**src/rtl/uart_rx_pkg.sv**
```systemverilog
// uart_rx_pkg: state encodings and oversampling constants shared by the UART link blocks.
// Latency: n/a (declarations only).
// Backpressure: n/a.
package uart_rx_pkg;

  // Receiver/transmitter FSM states. PARITY is only reachable when parity is built in.
  typedef enum logic [2:0] {
    ST_IDLE   = 3'd0,
    ST_START  = 3'd1,
    ST_DATA   = 3'd2,
    ST_PARITY = 3'd3,
    ST_STOP   = 3'd4
  } uart_state_e;

  localparam int OVERSAMPLE = 16;  // s_ticks per bit period
  localparam int START_MID  = 7;   // s_tick index at the centre of the start bit

  function automatic int max_int(input int a, input int b);
    return (a > b) ? a : b;
  endfunction

endpackage

```
**src/rtl/uart_rx_if.sv**
```systemverilog
// uart_rx_if: serial-side inputs and received-word outputs of the UART receiver.
// Latency: n/a (wiring only).
// Backpressure: none; the consumer must take each word on its rx_done_tick strobe.
// Ports: rx/s_tick into the receiver; dout, rx_done_tick, frame_err (and parity_err when
// UART_RX_PARITY_EN is defined) out of it. master = receiver, slave = line driver/consumer.
interface uart_rx_if #(
  parameter int DBITS = 8
);
  logic             rx;
  logic             s_tick;
  logic [DBITS-1:0] dout;
  logic             rx_done_tick;
  logic             frame_err;
`ifdef UART_RX_PARITY_EN
  logic             parity_err;
`endif

  modport master (
    input  rx,
    input  s_tick,
    output dout,
    output rx_done_tick,
`ifdef UART_RX_PARITY_EN
    output parity_err,
`endif
    output frame_err
  );

  modport slave (
    output rx,
    output s_tick,
    input  dout,
    input  rx_done_tick,
`ifdef UART_RX_PARITY_EN
    input  parity_err,
`endif
    input  frame_err
  );
endinterface

```
**src/rtl/uart_rx_sync2.sv**
```systemverilog
// uart_rx_sync2: two-flop synchronizer for a single asynchronous input bit.
// Latency: 2 clk.
// Backpressure: none.
// Ports: clk, reset (async active-low), i_d (async input), o_q (synchronized output).
module uart_rx_sync2 #(
  parameter logic RST_VAL = 1'b1
) (
  input  logic clk,
  input  logic reset,
  input  logic i_d,
  output logic o_q
);

  logic r_meta;
  logic r_sync;

  always_ff @(posedge clk or negedge reset) begin
    if (!reset) begin
      r_meta <= RST_VAL;
      r_sync <= RST_VAL;
    end else begin
      r_meta <= i_d;
      r_sync <= r_meta;
    end
  end

  assign o_q = r_sync;

endmodule

```
**src/rtl/uart_rx.sv**
```systemverilog
// uart_rx: UART receiver, 1 start + DBITS data (LSB first) [+ parity] + stop, 16x oversampled.
// Latency: word and status strobes appear 1 clk after the s_tick that completes the stop bit.
// Backpressure: none; every word is presented for exactly one clk on rx_done_tick.
// Ports: clk, reset (async active-low), bus (uart_rx_if.master: rx, s_tick in; dout,
// rx_done_tick, frame_err, parity_err out). Optional parity: define UART_RX_PARITY_EN.
module uart_rx
  import uart_rx_pkg::*;
#(
  parameter int DBITS   = 8,
  parameter int SB_TICK = 16
`ifdef UART_RX_PARITY_EN
  ,
  parameter bit PARITY_ODD = 1'b0
`endif
) (
  input  logic     clk,
  input  logic     reset,
  uart_rx_if.master bus
);

  localparam int SW = max_int(4, $clog2(SB_TICK));
  localparam int NW = $clog2(DBITS);

  uart_state_e      r_state;
  logic [SW-1:0]    r_s;
  logic [NW-1:0]    r_n;
  logic [DBITS-1:0] r_b;
  logic [DBITS-1:0] r_dout;
  logic             r_done;
  logic             r_ferr;
`ifdef UART_RX_PARITY_EN
  logic             r_par;
  logic             r_perr;
`endif
  logic             w_rx_s;

  uart_rx_sync2 #(.RST_VAL(1'b1)) u_sync (
    .clk   (clk),
    .reset (reset),
    .i_d   (bus.rx),
    .o_q   (w_rx_s)
  );

  always_ff @(posedge clk or negedge reset) begin
    if (!reset) begin
      r_state <= ST_IDLE;
      r_s     <= '0;
      r_n     <= '0;
      r_b     <= '0;
      r_dout  <= '0;
      r_done  <= 1'b0;
      r_ferr  <= 1'b0;
`ifdef UART_RX_PARITY_EN
      r_par   <= 1'b0;
      r_perr  <= 1'b0;
`endif
    end else begin
      // Status strobes are single-cycle; they are only raised on stop completion below.
      r_done <= 1'b0;
      r_ferr <= 1'b0;
`ifdef UART_RX_PARITY_EN
      r_perr <= 1'b0;
`endif
      case (r_state)
        ST_IDLE: begin
          // Enter START on the level, not on a tick, so back-to-back frames lose nothing.
          if (!w_rx_s) begin
            r_state <= ST_START;
            r_s     <= '0;
          end
        end

        ST_START: begin
          if (bus.s_tick) begin
            if (r_s == SW'(START_MID)) begin
              if (!w_rx_s) begin
                r_state <= ST_DATA;
                r_s     <= '0;
                r_n     <= '0;
              end else begin
                // Line went back high before mid start bit: treat as a glitch.
                r_state <= ST_IDLE;
              end
            end else begin
              r_s <= r_s + 1'b1;
            end
          end
        end

        ST_DATA: begin
          if (bus.s_tick) begin
            // s counts a full bit period from the start-bit centre, so this is mid-bit.
            if (r_s == SW'(OVERSAMPLE - 1)) begin
              r_s <= '0;
              r_b <= {w_rx_s, r_b[DBITS-1:1]};
              if (r_n == NW'(DBITS - 1)) begin
`ifdef UART_RX_PARITY_EN
                r_state <= ST_PARITY;
`else
                r_state <= ST_STOP;
`endif
              end else begin
                r_n <= r_n + 1'b1;
              end
            end else begin
              r_s <= r_s + 1'b1;
            end
          end
        end

`ifdef UART_RX_PARITY_EN
        ST_PARITY: begin
          if (bus.s_tick) begin
            if (r_s == SW'(OVERSAMPLE - 1)) begin
              r_par   <= w_rx_s;
              r_s     <= '0;
              r_state <= ST_STOP;
            end else begin
              r_s <= r_s + 1'b1;
            end
          end
        end
`endif

        ST_STOP: begin
          if (bus.s_tick) begin
            if (r_s == SW'(SB_TICK - 1)) begin
              // The word is delivered even on a bad stop/parity bit; flags qualify it.
              r_dout  <= r_b;
              r_done  <= 1'b1;
              r_ferr  <= ~w_rx_s;
`ifdef UART_RX_PARITY_EN
              r_perr  <= ((^{r_b, r_par}) != PARITY_ODD);
`endif
              r_state <= ST_IDLE;
            end else begin
              r_s <= r_s + 1'b1;
            end
          end
        end

        default: r_state <= ST_IDLE;
      endcase
    end
  end

  assign bus.dout         = r_dout;
  assign bus.rx_done_tick = r_done;
  assign bus.frame_err    = r_ferr;
`ifdef UART_RX_PARITY_EN
  assign bus.parity_err   = r_perr;
`endif

endmodule

```
**src/flat_wrapper.sv**
```systemverilog
// flat-port wrapper written by rule: the top's interface ports become plain ports
module uart_rx_flat import uart_rx_pkg::*;
#(
  parameter int DBITS   = 8,
  parameter int SB_TICK = 16

)
  (clk, reset, bus_rx, bus_s_tick, bus_dout, bus_rx_done_tick, bus_frame_err);
  uart_rx_if #(.DBITS(DBITS)) bus_i ();
  input  logic clk;
  input  logic reset;
  input wire logic [$bits(bus_i.rx)-1:0] bus_rx;
  input wire logic [$bits(bus_i.s_tick)-1:0] bus_s_tick;
  output wire logic [$bits(bus_i.dout)-1:0] bus_dout;
  output wire logic [$bits(bus_i.rx_done_tick)-1:0] bus_rx_done_tick;
  output wire logic [$bits(bus_i.frame_err)-1:0] bus_frame_err;
  assign bus_i.rx = bus_rx;
  assign bus_i.s_tick = bus_s_tick;
  assign bus_dout = bus_i.dout;
  assign bus_rx_done_tick = bus_i.rx_done_tick;
  assign bus_frame_err = bus_i.frame_err;
  uart_rx #(.DBITS(DBITS), .SB_TICK(SB_TICK)) u_core (.clk(clk), .reset(reset), .bus(bus_i));
endmodule
```
**config.mk**
```make
export PLATFORM = sky130hd
export DESIGN_NAME = uart_rx_flat
export DESIGN_NICKNAME = d
export VERILOG_FILES = /design/src/rtl/uart_rx_pkg.sv /design/src/rtl/uart_rx_if.sv /design/src/rtl/uart_rx_sync2.sv /design/src/rtl/uart_rx.sv /design/src/flat_wrapper.sv
export SDC_FILE = /design/constraint.sdc
export NUM_CORES = 1
export LEC_CHECK = 0
export CAP_MARGIN = 40
export CORE_MARGIN = 2
export CORE_UTILIZATION = 55
export DETAILED_ROUTE_END_ITERATION = 6
export PLACE_DENSITY = 0.8
export SLEW_MARGIN = 0
export SYNTH_ARGS = -nofsm -noshare
export SYNTH_HDL_FRONTEND = slang
export SYNTH_SLANG_ARGS = --single-unit
```
**constraint.sdc**
```tcl
create_clock -name clk -period 2.4 [get_ports clk]
set_input_delay 0.36 -clock clk [delete_from_list [all_inputs] [get_ports clk]]
set_output_delay 0.36 -clock clk [all_outputs]
set_load 0.005 [all_outputs]
```
==> impl_metrics.env, run 1 <==
export IMPL_maxCapViolations=0
export IMPL_final_cell_mix="dfrtp_1, mux2_2, clkdlybuf4s50_1, nor2_1, inv_1"
export IMPL_port_buffers=13
export IMPL_worstPathCellList="ha_1 > and3_1 > nand2_1 > nor3_4 > mux2_2"
export IMPL_cp_data_required_time_ns=2.62
export IMPL_setup_viol=0
export IMPL_final_period_utilization_pct=85.0
export IMPL_worstMarginPinSlew_ns=0.488
export IMPL_multi_input_area_um2=647
export IMPL_synthCells=113
export IMPL_clock_latency_ns=0.34
export IMPL_grt_max_degree=31
export IMPL_path_buf_inv=0
export IMPL_cts_tree="done"
export IMPL_period_minus_slack_ns=2.04
export IMPL_die_h_um=55.4
export IMPL_cts_root_buf="clkbuf_4"
export IMPL_slew_violations=0
export IMPL_netlist_area_um2=1450
export IMPL_cts_buffers=5
export IMPL_tns_ns=0
export IMPL_grt_usage_pct=18.7
export IMPL_status="finished, final reports clean"
export IMPL_utilization_pct=67.8
export IMPL_drc_errors=0
export IMPL_max_freq_mhz=490
export IMPL_drive_above_1_share_pct=31.8
export IMPL_syn_mean_instance_area_um2=12.8
export IMPL_grt_overflow_total=0
export IMPL_ys_ff_latch=30
export IMPL_dieArea_um2=3070
export IMPL_wl_per_cell_um=15.9
export IMPL_syn2layout_area_growth_pct=16.7
export IMPL_setup_slack_ns=0.360
export IMPL_finalPower_w=0.00154
export IMPL_htree_levels=2
export IMPL_hold_depth=0
export IMPL_ff_latch_area_um2=753
export IMPL_grt_pass1_wl_um=4360
export IMPL_postCtsHoldBufs=0
export IMPL_core_um2=2500
export IMPL_hpwl_um=1780
export IMPL_drtAntennaViolNets=0
export IMPL_cts_resized=0
export IMPL_cp_start_kind="flip-flop"
export IMPL_cp_slowest_cell="nor3_4"
export IMPL_wirelength_um=2580
export IMPL_synth_ff_type="dfrtp_1"
export IMPL_p_per_area_nw_per_um2=908
export IMPL_ir_worst_vdd_v=0.000749
export IMPL_worstReg2RegStart="u_core.r_s[0]$_DFFE_PN0P_"
export IMPL_pre_cts_ws_ns=0.254
export IMPL_seq_area_frac_synth_pct=51.9
export IMPL_dr_total_vias=962
export IMPL_hold_viol_final=0
export IMPL_path_clk_slew_ns=0.08
export IMPL_fillers=175
export IMPL_rows=18
export IMPL_start_util_pct=58.1
export IMPL_rrSetupSlack_ns=0.36
export IMPL_final_common_cell="dfrtp_1"
export IMPL_worst_r2r_cell_count=5
export IMPL_drt_iter0_drc=34
export IMPL_critical_path_top_delay_family="simple AND/OR/NAND/NOR gates"
export IMPL_path_max_fanout=9
export IMPL_post_cts_buffers=0
export IMPL_holdPathEnd="u_core.u_sync.o_q$_DFF_PN1_"
export IMPL_dieWidth_um=55.4
export IMPL_synth_edff_count=0
export IMPL_path_class="reg -> reg"
export IMPL_hp_start="u_core.u_sync.r_meta$_DFF_PN1_"
export IMPL_n_antenna_cell=0
export IMPL_rsz0062_at_grt="false"
export IMPL_async_flop_share_pct=100
export IMPL_io_pins=14
export IMPL_final_area_um2=1690
export IMPL_endpoint_kind="flip-flop"
export IMPL_cpPeakStageDelay_ns=0.45
export IMPL_final_nets=139
export IMPL_grt_pass1_vias=983
export IMPL_via_per_inst=5.94
export IMPL_ys_types=40
export IMPL_clock_skew_ns=0.0127
export IMPL_yosysWarnings=0
export IMPL_antenna_found_initial=0
export IMPL_gp_congestion=0.834
export IMPL_cts_sinks=30
export IMPL_hold_path_class="reg -> reg"
export IMPL_dr_pass1_iters=4
export IMPL_postPlaceCellArea_um2=1610
export IMPL_crit_arrival_ns=2.26
export IMPL_p_leak_nw=0.812
export IMPL_r2r_end="u_core.bus.dout[7]$_DFFE_PN0P_"
export IMPL_synthesis_nets=120
export IMPL_clock_path_buffers=2
export IMPL_slew_headroom_pct=67.4
-- through the flow --
step           hold WS [ns]  std cells
6_report              0.371        162
5_1_grt               0.375        162
4_1_cts               0.368        162
3_5_place_dp          0.347        155
3_3_place_gp          0.347        155
2_1_floorplan        0.0644        113
-- cells by family (layout without fill, tap and decap cells) --
group,after synthesis,in the layout,share of synthesized area (%)
buffers and inverters,10,29,3.53
XOR/XNOR,3,3,1.81
AND/OR/NAND/NOR,27,27,11.8
adder cells (fa/ha/maj),4,4,3.28
flip-flops,30,30,51.9
multiplexers,23,23,17.9
AO/OA/AOI/OAI,16,16,9.74
-- layer usage --
metal | share of wire [%] | GRT usage [%] | up-vias | routed length (um)
met5 | 0 | 0 | - | 0
met4 | 2.1 | 7.32 | 0 | 55
met3 | 7.4 | 8.20 | 8 | 191
met2 | 47 | 29.1 | 39 | 1230
met1 | 43 | 22.7 | 469 | 1110
li1 | - | - | 446 | -
-- area by class of cell --
class	instances	share of cell area (%)
sequential	30	44.5
clock inverter	1	1.77
clock buffer	6	3.03
tap	30	2.22
timing repair buffer	16	9.01
multi-input combinational	73	38.2
inverter	6	1.33
-- synth_stat cells, types with 2 or more instances --
cell type,instances,share of area (%)
and3_1,4,1.7
dfrtp_1,28,48
a22o_1,2,1.2
nor2_1,7,1.8
o22ai_1,2,0.86
mux2_2,20,16
or3b_2,3,1.8
dfstp_2,2,3.6
nand2b_1,2,0.86
ha_1,3,2.6
nor4_1,2,0.86
xnor2_1,2,1.2
or3_1,2,0.86
mux2i_1,2,1.4
buf_2,2,0.69
inv_1,6,1.6
-- how the worst max path moves through the flow --
stage               cells after the start                              to                     startpoint  slack, ns
detailed placement                      5       u_core.r_s[2]$_DFFE_PN0P_                     bus_s_tick       0.25
global route                            3       u_core.r_b[4]$_DFFE_PN0P_  u_core.r_state[1]$_DFFE_PN0P_       0.24
global placement                        5       u_core.r_s[2]$_DFFE_PN0P_                     bus_s_tick       0.31
CTS                                     5  u_core.bus.dout[7]$_DFFE_PN0P_      u_core.r_s[0]$_DFFE_PN0P_       0.35
floorplan                               6       u_core.r_n[0]$_DFFE_PN0P_      u_core.r_n[0]$_DFFE_PN0P_       0.57
finish                                  5  u_core.bus.dout[7]$_DFFE_PN0P_      u_core.r_s[0]$_DFFE_PN0P_       0.36
-- power by group --
group | internal [W] | switching (W) | leakage, nW | total, W
registers | 0.000555 | 0.0000826 | 0.406 | 0.000638
logic | 0.000242 | 0.000239 | 0.362 | 0.000481
clock network | 0.000242 | 0.000177 | 0.0443 | 0.000420
total | 0.00104 | 0.000499 | 0.812 | 0.00154
-- state kept, by name, summed over array words and instances (netlist names), 3 cells and up --
name / cells
u_core.r_state: 3
u_core.r_s: 4
u_core.r_b: 8
u_core.bus.dout: 8
u_core.r_n: 3
(Power assumes the default switching activity.)
==> run 2: changes to the inputs <==
--- a/config.mk
+++ b/config.mk
@@ -13,4 +13,5 @@
 export SLEW_MARGIN = 0
 export SYNTH_ARGS = -nofsm -noshare
 export SYNTH_HDL_FRONTEND = slang
+export SYNTH_HIERARCHICAL = 1
 export SYNTH_SLANG_ARGS = --single-unit
==> run 2 against run 1 <==
Hold slack got worse by 0.011 ns. Wire length decreased by 0.81%. Setup slack improved by 0.084 ns. Die area decreased by 1.2%. Count of clock-buffer cells in the layout unchanged. Area after synthesis decreased by 1.3%. Fmax increased by 4.3%. Final cell count increased by 3.7%. Clock skew decreased by 0.0029 ns. Critical endpoint is now u_core/bus.dout[0]$_DFFE_PN0P_. Largest cell class unchanged. Largest power group unchanged.
==> impl_metrics.env, run 2 <==
export IMPL_maxCapViolations=0
export IMPL_cp_start_kind="flip-flop"
export IMPL_seq_area_frac_synth_pct=52.6
export IMPL_die_h_um=55.0
export IMPL_path_buf_inv=0
export IMPL_cpPeakStageDelay_ns=0.61
export IMPL_critical_path_top_delay_family="simple AND/OR/NAND/NOR gates"
export IMPL_path_clk_slew_ns=0.09
export IMPL_start_util_pct=57.8
export IMPL_finalPower_w=0.00135
export IMPL_p_leak_nw=0.784
export IMPL_slew_violations=0
export IMPL_netlist_area_um2=1430
export IMPL_ys_ff_latch=30
export IMPL_cts_sinks=30
export IMPL_path_max_fanout=14
export IMPL_grt_overflow_total=0
export IMPL_tns_ns=0
export IMPL_grt_pass1_wl_um=4170
export IMPL_hold_path_class="reg -> reg"
export IMPL_yosysMostFrequentCell="dfrtp_1"
export IMPL_synth_commonest_cells="dfrtp_1, mux2_2, a21oi_1, nor2_1, inv_1"
export IMPL_clock_skew_ns=0.00984
export IMPL_wirelength_um=2560
export IMPL_ir_worst_vdd_v=0.000574
export IMPL_hold_viol_final=0
export IMPL_worstMarginPinSlew_ns=0.502
export IMPL_endpoint_kind="flip-flop"
export IMPL_post_cts_buffers=0
export IMPL_drc_errors=0
export IMPL_cts_buffers=5
export IMPL_via_per_inst=5.90
export IMPL_status="finished, final reports clean"
export IMPL_grt_max_degree=31
export IMPL_synthesis_nets=129
export IMPL_drt_iter0_drc=23
export IMPL_io_pins=14
export IMPL_rows=18
export IMPL_drive_above_1_share_pct=24.6
export IMPL_cts_root_buf="clkbuf_4"
export IMPL_final_common_cell="dfrtp_1"
export IMPL_ys_types=38
export IMPL_cts_resized=0
export IMPL_dieArea_um2=3030
export IMPL_clock_latency_ns=0.32
export IMPL_setup_viol=0
export IMPL_synth_ff_type="dfrtp_1"
export IMPL_max_freq_mhz=511
export IMPL_rsz0062_at_grt="false"
export IMPL_synth_edff_count=0
export IMPL_cp_slowest_cell="dfrtp_1"
export IMPL_syn_mean_instance_area_um2=11.7
export IMPL_drtAntennaViolNets=0
export IMPL_dr_pass1_iters=4
export IMPL_hpwl_um=1810
export IMPL_yosysTopAreaCell="dfrtp_1"
export IMPL_yosysWarnings=6
export IMPL_cts_tree="done"
export IMPL_final_nets=144
export IMPL_final_cell_mix="dfrtp_1, mux2_2, clkdlybuf4s50_1, a21oi_1, nor2_1"
export IMPL_postCtsHoldBufs=0
export IMPL_synthTopCellsByArea="dfrtp_1, mux2_2, dfstp_2"
export IMPL_n_antenna_cell=0
export IMPL_final_period_utilization_pct=81.5
export IMPL_antenna_found_initial=0
export IMPL_async_flop_share_pct=100
export IMPL_grt_pass1_vias=897
export IMPL_path_class="reg -> reg"
export IMPL_grt_usage_pct=20.3
export IMPL_gp_congestion=0.844
export IMPL_crit_arrival_ns=2.17
export IMPL_port_buffers=13
export IMPL_period_minus_slack_ns=1.96
export IMPL_synthCells=122
export IMPL_dieWidth_um=55.0
export IMPL_p_per_area_nw_per_um2=822
export IMPL_htree_levels=2
export IMPL_slew_headroom_pct=66.5
export IMPL_clock_path_buffers=2
export IMPL_core_um2=2480
export IMPL_worstPathCellList="nor3b_1 > nand2_1 > mux2_2"
export IMPL_cp_data_required_time_ns=2.61
export IMPL_synth_largest_type_area_fraction_pct=48.9
export IMPL_dr_total_vias=992
export IMPL_syn2layout_area_growth_pct=14.8
export IMPL_fillers=189
export IMPL_wl_per_cell_um=15.3
run 2: cell count changes in the layout (fill, tap and decap cells not counted), sizes merged, moves of 3 or more:
cell and change:
mux2 -4, a21oi +7, or3b -3, nand3 +3, nor3b +4, nand2 +3
nand3b +3
run 2: worst paths after layout:
path | slack (ns) | cells after the start | start | endpoint
max | 0.44 | 3 | u_core/r_state[2]$_DFFE_PN0P_ | u_core/bus.dout[0]$_DFFE_PN0P_
min | 0.36 | 0 | u_core/u_sync/r_meta$_DFF_PN1_ | u_core/u_sync/o_q$_DFF_PN1_
max reg2reg | 0.44 | 3 | u_core/r_state[2]$_DFFE_PN0P_ | u_core/bus.dout[0]$_DFFE_PN0P_
min reg2reg | 0.36 | 0 | u_core/u_sync/r_meta$_DFF_PN1_ | u_core/u_sync/o_q$_DFF_PN1_
max in group asynchronous | 1.69 | 2 | reset | u_core/u_sync/o_q$_DFF_PN1_
min in group asynchronous | 0.41 | 2 | reset | u_core/r_state[1]$_DFFE_PN0P_
run 2: cell families (layout without fill, tap and decap cells):
kind of cell	after synthesis	count (layout)	synth area share (%)
fa+ha+maj	3	3	2.62
mux	19	19	14.8
buf+inv	13	29	3.93
flops	30	30	52.6
simple gates	35	35	15.5
compound gates	21	21	9.96
xor+xnor	1	1	0.611
run 2: worst reg2reg max path, stage by stage, from the launching register on:
cell and delay [ns]:
dfrtp_1 0.61, nor3b_1 0.47, nand2_1 0.39, mux2_2 0.39
run 2: final cells by class:
class	count	area (um^2)	share of cell area, %
timing repair buffer	15	145	8.82
sequential	30	753	45.8
clock inverter	2	12.5	0.760
multi-input combinational	79	623	37.9
tap	30	37.5	2.28
inverter	6	22.5	1.37
clock buffer	6	51.3	3.12
run 2: report_power, final:
| part | internal, W | switching (W) | total [W] |
|---|---|---|---|
| sequential | 0.000556 | 0.000118 | 0.000674 |
| combinational | 0.000193 | 0.000175 | 0.000369 |
| clock | 0.000141 | 0.000170 | 0.000310 |
| total | 0.000890 | 0.000463 | 0.00135 |
run 2: layer usage:
metal  vias to the layer above  wire length, um  part of all wire (%)  GRT usage (%)
li1                        474                -                     -              -
met1                       476             1070                    42           25.7
met2                        40             1320                    52           31.5
met3                         2              163                   6.4           7.26
met4                         0               10                  0.39           8.54
met5                         -                0                     0              0
run 2: per-stage QoR:
step / setup WS [ns] / utilization (%) / instances / hold WS, ns / instance area, um^2
3_5_place_dp: 0.157 / 63.8 / 160 / 0.347 / 1580
2_1_floorplan: 0.663 / - / 122 / 0.0644 / 1430
5_1_grt: 0.310 / 66.4 / 168 / 0.371 / 1650
3_3_place_gp: 0.232 / 63.8 / 160 / 0.346 / 1580
4_1_cts: 0.435 / 66.4 / 168 / 0.361 / 1650
6_report: 0.443 / 66.4 / 168 / 0.361 / 1650
==> run 3: changes to the inputs <==
--- a/config.mk
+++ b/config.mk
@@ -7,9 +7,9 @@
 export LEC_CHECK = 0
 export CAP_MARGIN = 40
 export CORE_MARGIN = 2
-export CORE_UTILIZATION = 55
+export CORE_UTILIZATION = 50
 export DETAILED_ROUTE_END_ITERATION = 6
-export PLACE_DENSITY = 0.8
+export PLACE_DENSITY = 0.77
 export SLEW_MARGIN = 0
 export SYNTH_ARGS = -nofsm -noshare
 export SYNTH_HDL_FRONTEND = slang
==> constraint.sdc (replaced) <==
create_clock -name clk -period 1.8 [get_ports clk]
set_input_delay 0.27 -clock clk [delete_from_list [all_inputs] [get_ports clk]]
set_output_delay 0.27 -clock clk [all_outputs]
set_load 0.005 [all_outputs]
==> run 3 against run 2 <==
Total power is 41% higher. Critical path depth rose by 3. First-iteration DRC count is 17% higher. Final cell count is 8.9% higher. Via count is 5.7% higher. Setup slack worse by 0.40 ns. Count of clock-buffer cells in the layout rose by 1.
==> impl_metrics.env, run 3 (synthesis results as in run 2) <==
export IMPL_grt_max_degree=31
export IMPL_hpwl_um=1910
export IMPL_cp_start_kind="flip-flop"
export IMPL_postCtsHoldBufs=0
export IMPL_status="finished, final reports clean"
export IMPL_final_nets=158
export IMPL_fillers=203
export IMPL_htree_levels=2
export IMPL_wirelength_um=2550
export IMPL_die_h_um=57.5
export IMPL_start_util_pct=52.4
export IMPL_clock_latency_ns=0.31
export IMPL_final_period_utilization_pct=97.4
export IMPL_path_class="reg -> reg"
export IMPL_dieWidth_um=57.5
export IMPL_n_antenna_cell=0
export IMPL_grt_pass1_wl_um=4330
export IMPL_antenna_found_initial=0
export IMPL_cts_buffers=5
export IMPL_io_pins=14
export IMPL_grt_pass1_vias=981
export IMPL_postPlaceCellArea_um2=1700
export IMPL_cts_resized=0
export IMPL_slew_violations=0
export IMPL_utilization_pct=65.5
export IMPL_p_leak_nw=0.851
export IMPL_hold_path_class="in -> async"
export IMPL_via_per_inst=5.73
export IMPL_path_clk_slew_ns=0.09
export IMPL_setup_viol=0
export IMPL_grt_overflow_total=0
export IMPL_dr_total_vias=1049
export IMPL_crit_arrival_ns=1.96
export IMPL_endpoint_kind="flip-flop"
export IMPL_multi_input_area_um2=652
export IMPL_drtAntennaViolNets=0
export IMPL_p_per_area_nw_per_um2=1070
export IMPL_final_common_cell="dfrtp_1"
export IMPL_worstReg2RegStart="u_core/r_n[0]$_DFFE_PN0P_"
export IMPL_path_max_fanout=3
export IMPL_drc_errors=0
export IMPL_cts_sinks=30
export IMPL_rows=19
export IMPL_ff_latch_area_um2=754
export IMPL_dr_pass1_iters=4
export IMPL_final_cell_mix="dfrtp_1, mux2_2, buf_4, clkdlybuf4s50_1, a21oi_1"
export IMPL_worstMarginPinSlew_ns=0.358
export IMPL_drive_above_1_share_pct=34.9
export IMPL_wl_per_cell_um=14.0
export IMPL_port_buffers=13
export IMPL_max_freq_mhz=571
export IMPL_drt_iter0_drc=27
export IMPL_post_cts_buffers=0
export IMPL_syn2layout_area_growth_pct=25.0
export IMPL_ir_worst_vdd_v=0.000895
export IMPL_clock_path_buffers=2
export IMPL_critPathLaunch="u_core/r_n[0]$_DFFE_PN0P_"
export IMPL_gp_congestion=0.834
export IMPL_clock_skew_ns=0.00625
export IMPL_dieArea_um2=3310
export IMPL_slew_headroom_pct=76.1
export IMPL_period_minus_slack_ns=1.75
export IMPL_finalPower_w=0.00191
export IMPL_cts_tree="done"
export IMPL_grt_usage_pct=17.1
export IMPL_rsz0062_at_grt="false"
export IMPL_hold_viol_final=0
export IMPL_maxCapViolations=0
export IMPL_final_area_um2=1790
export IMPL_core_um2=2730
export IMPL_cts_root_buf="clkbuf_4"
export IMPL_cp_data_required_time_ns=2.01
==> run 3: worst paths after layout <==
kind | to | slack (ns) | cells past startpoint
max | u_core/r_n[0]$_DFFE_PN0P_ | 0.05 | 6
min | u_core/r_n[0]$_DFFE_PN0P_ | 0.33 | 2
max reg2reg | u_core/r_n[0]$_DFFE_PN0P_ | 0.05 | 6
min reg2reg | u_core/u_sync/o_q$_DFF_PN1_ | 0.36 | 0
max in group asynchronous | u_core/u_sync/r_meta$_DFF_PN1_ | 1.15 | 2
min in group clk | u_core/u_sync/r_meta$_DFF_PN1_ | 0.36 | 1
==> run 3: final cells by class <==
type / count / share of cell area [%]
flip-flops and latches: 30 / 42.1
multi-input cells: 79 / 36.4
repair buffers: 29 / 14.7
clock buffers: 7 / 3.07
well taps: 31 / 2.17
inverters: 6 / 1.26
clock inverters: 1 / 0.280
==> run 3: metal layers <==
layer  vias to the layer above  global-route usage (%)  wire length (um)
met2                        24                    28.1              1310
met5                         -                       0                 0
li1                        505                       -                 -
met3                         2                    5.22                99
met1                       518                    21.1              1130
met4                         0                    6.64                13
==> run 3: report_power, final <==
| group | internal [W] | total, W | switching [W] |
|---|---|---|---|
| clock network | 0.000189 | 0.000400 | 0.000211 |
| registers | 0.000745 | 0.000853 | 0.000108 |
| logic | 0.000346 | 0.000654 | 0.000308 |
==> run 3: metrics by stage <==
stage	hold slack, ns	setup TNS (ns)	setup slack (ns)	std cells
floorplan	-0.0256	0	0.0627	122
global placement	0.346	-0.565	-0.142	175
detailed placement	0.349	-0.902	-0.173	175
CTS	0.335	0	0.00604	183
global route	0.361	0	0.000709	183
finish	0.333	0	0.0475	183
==> run 3: worst max-delay path: stages (launching register included) <==
cell     delay [ns]
dfrtp_1        0.41
ha_2           0.19
ha_4           0.17
nor2_4         0.10
a21oi_2        0.05
or4b_4         0.55
a21o_1         0.18
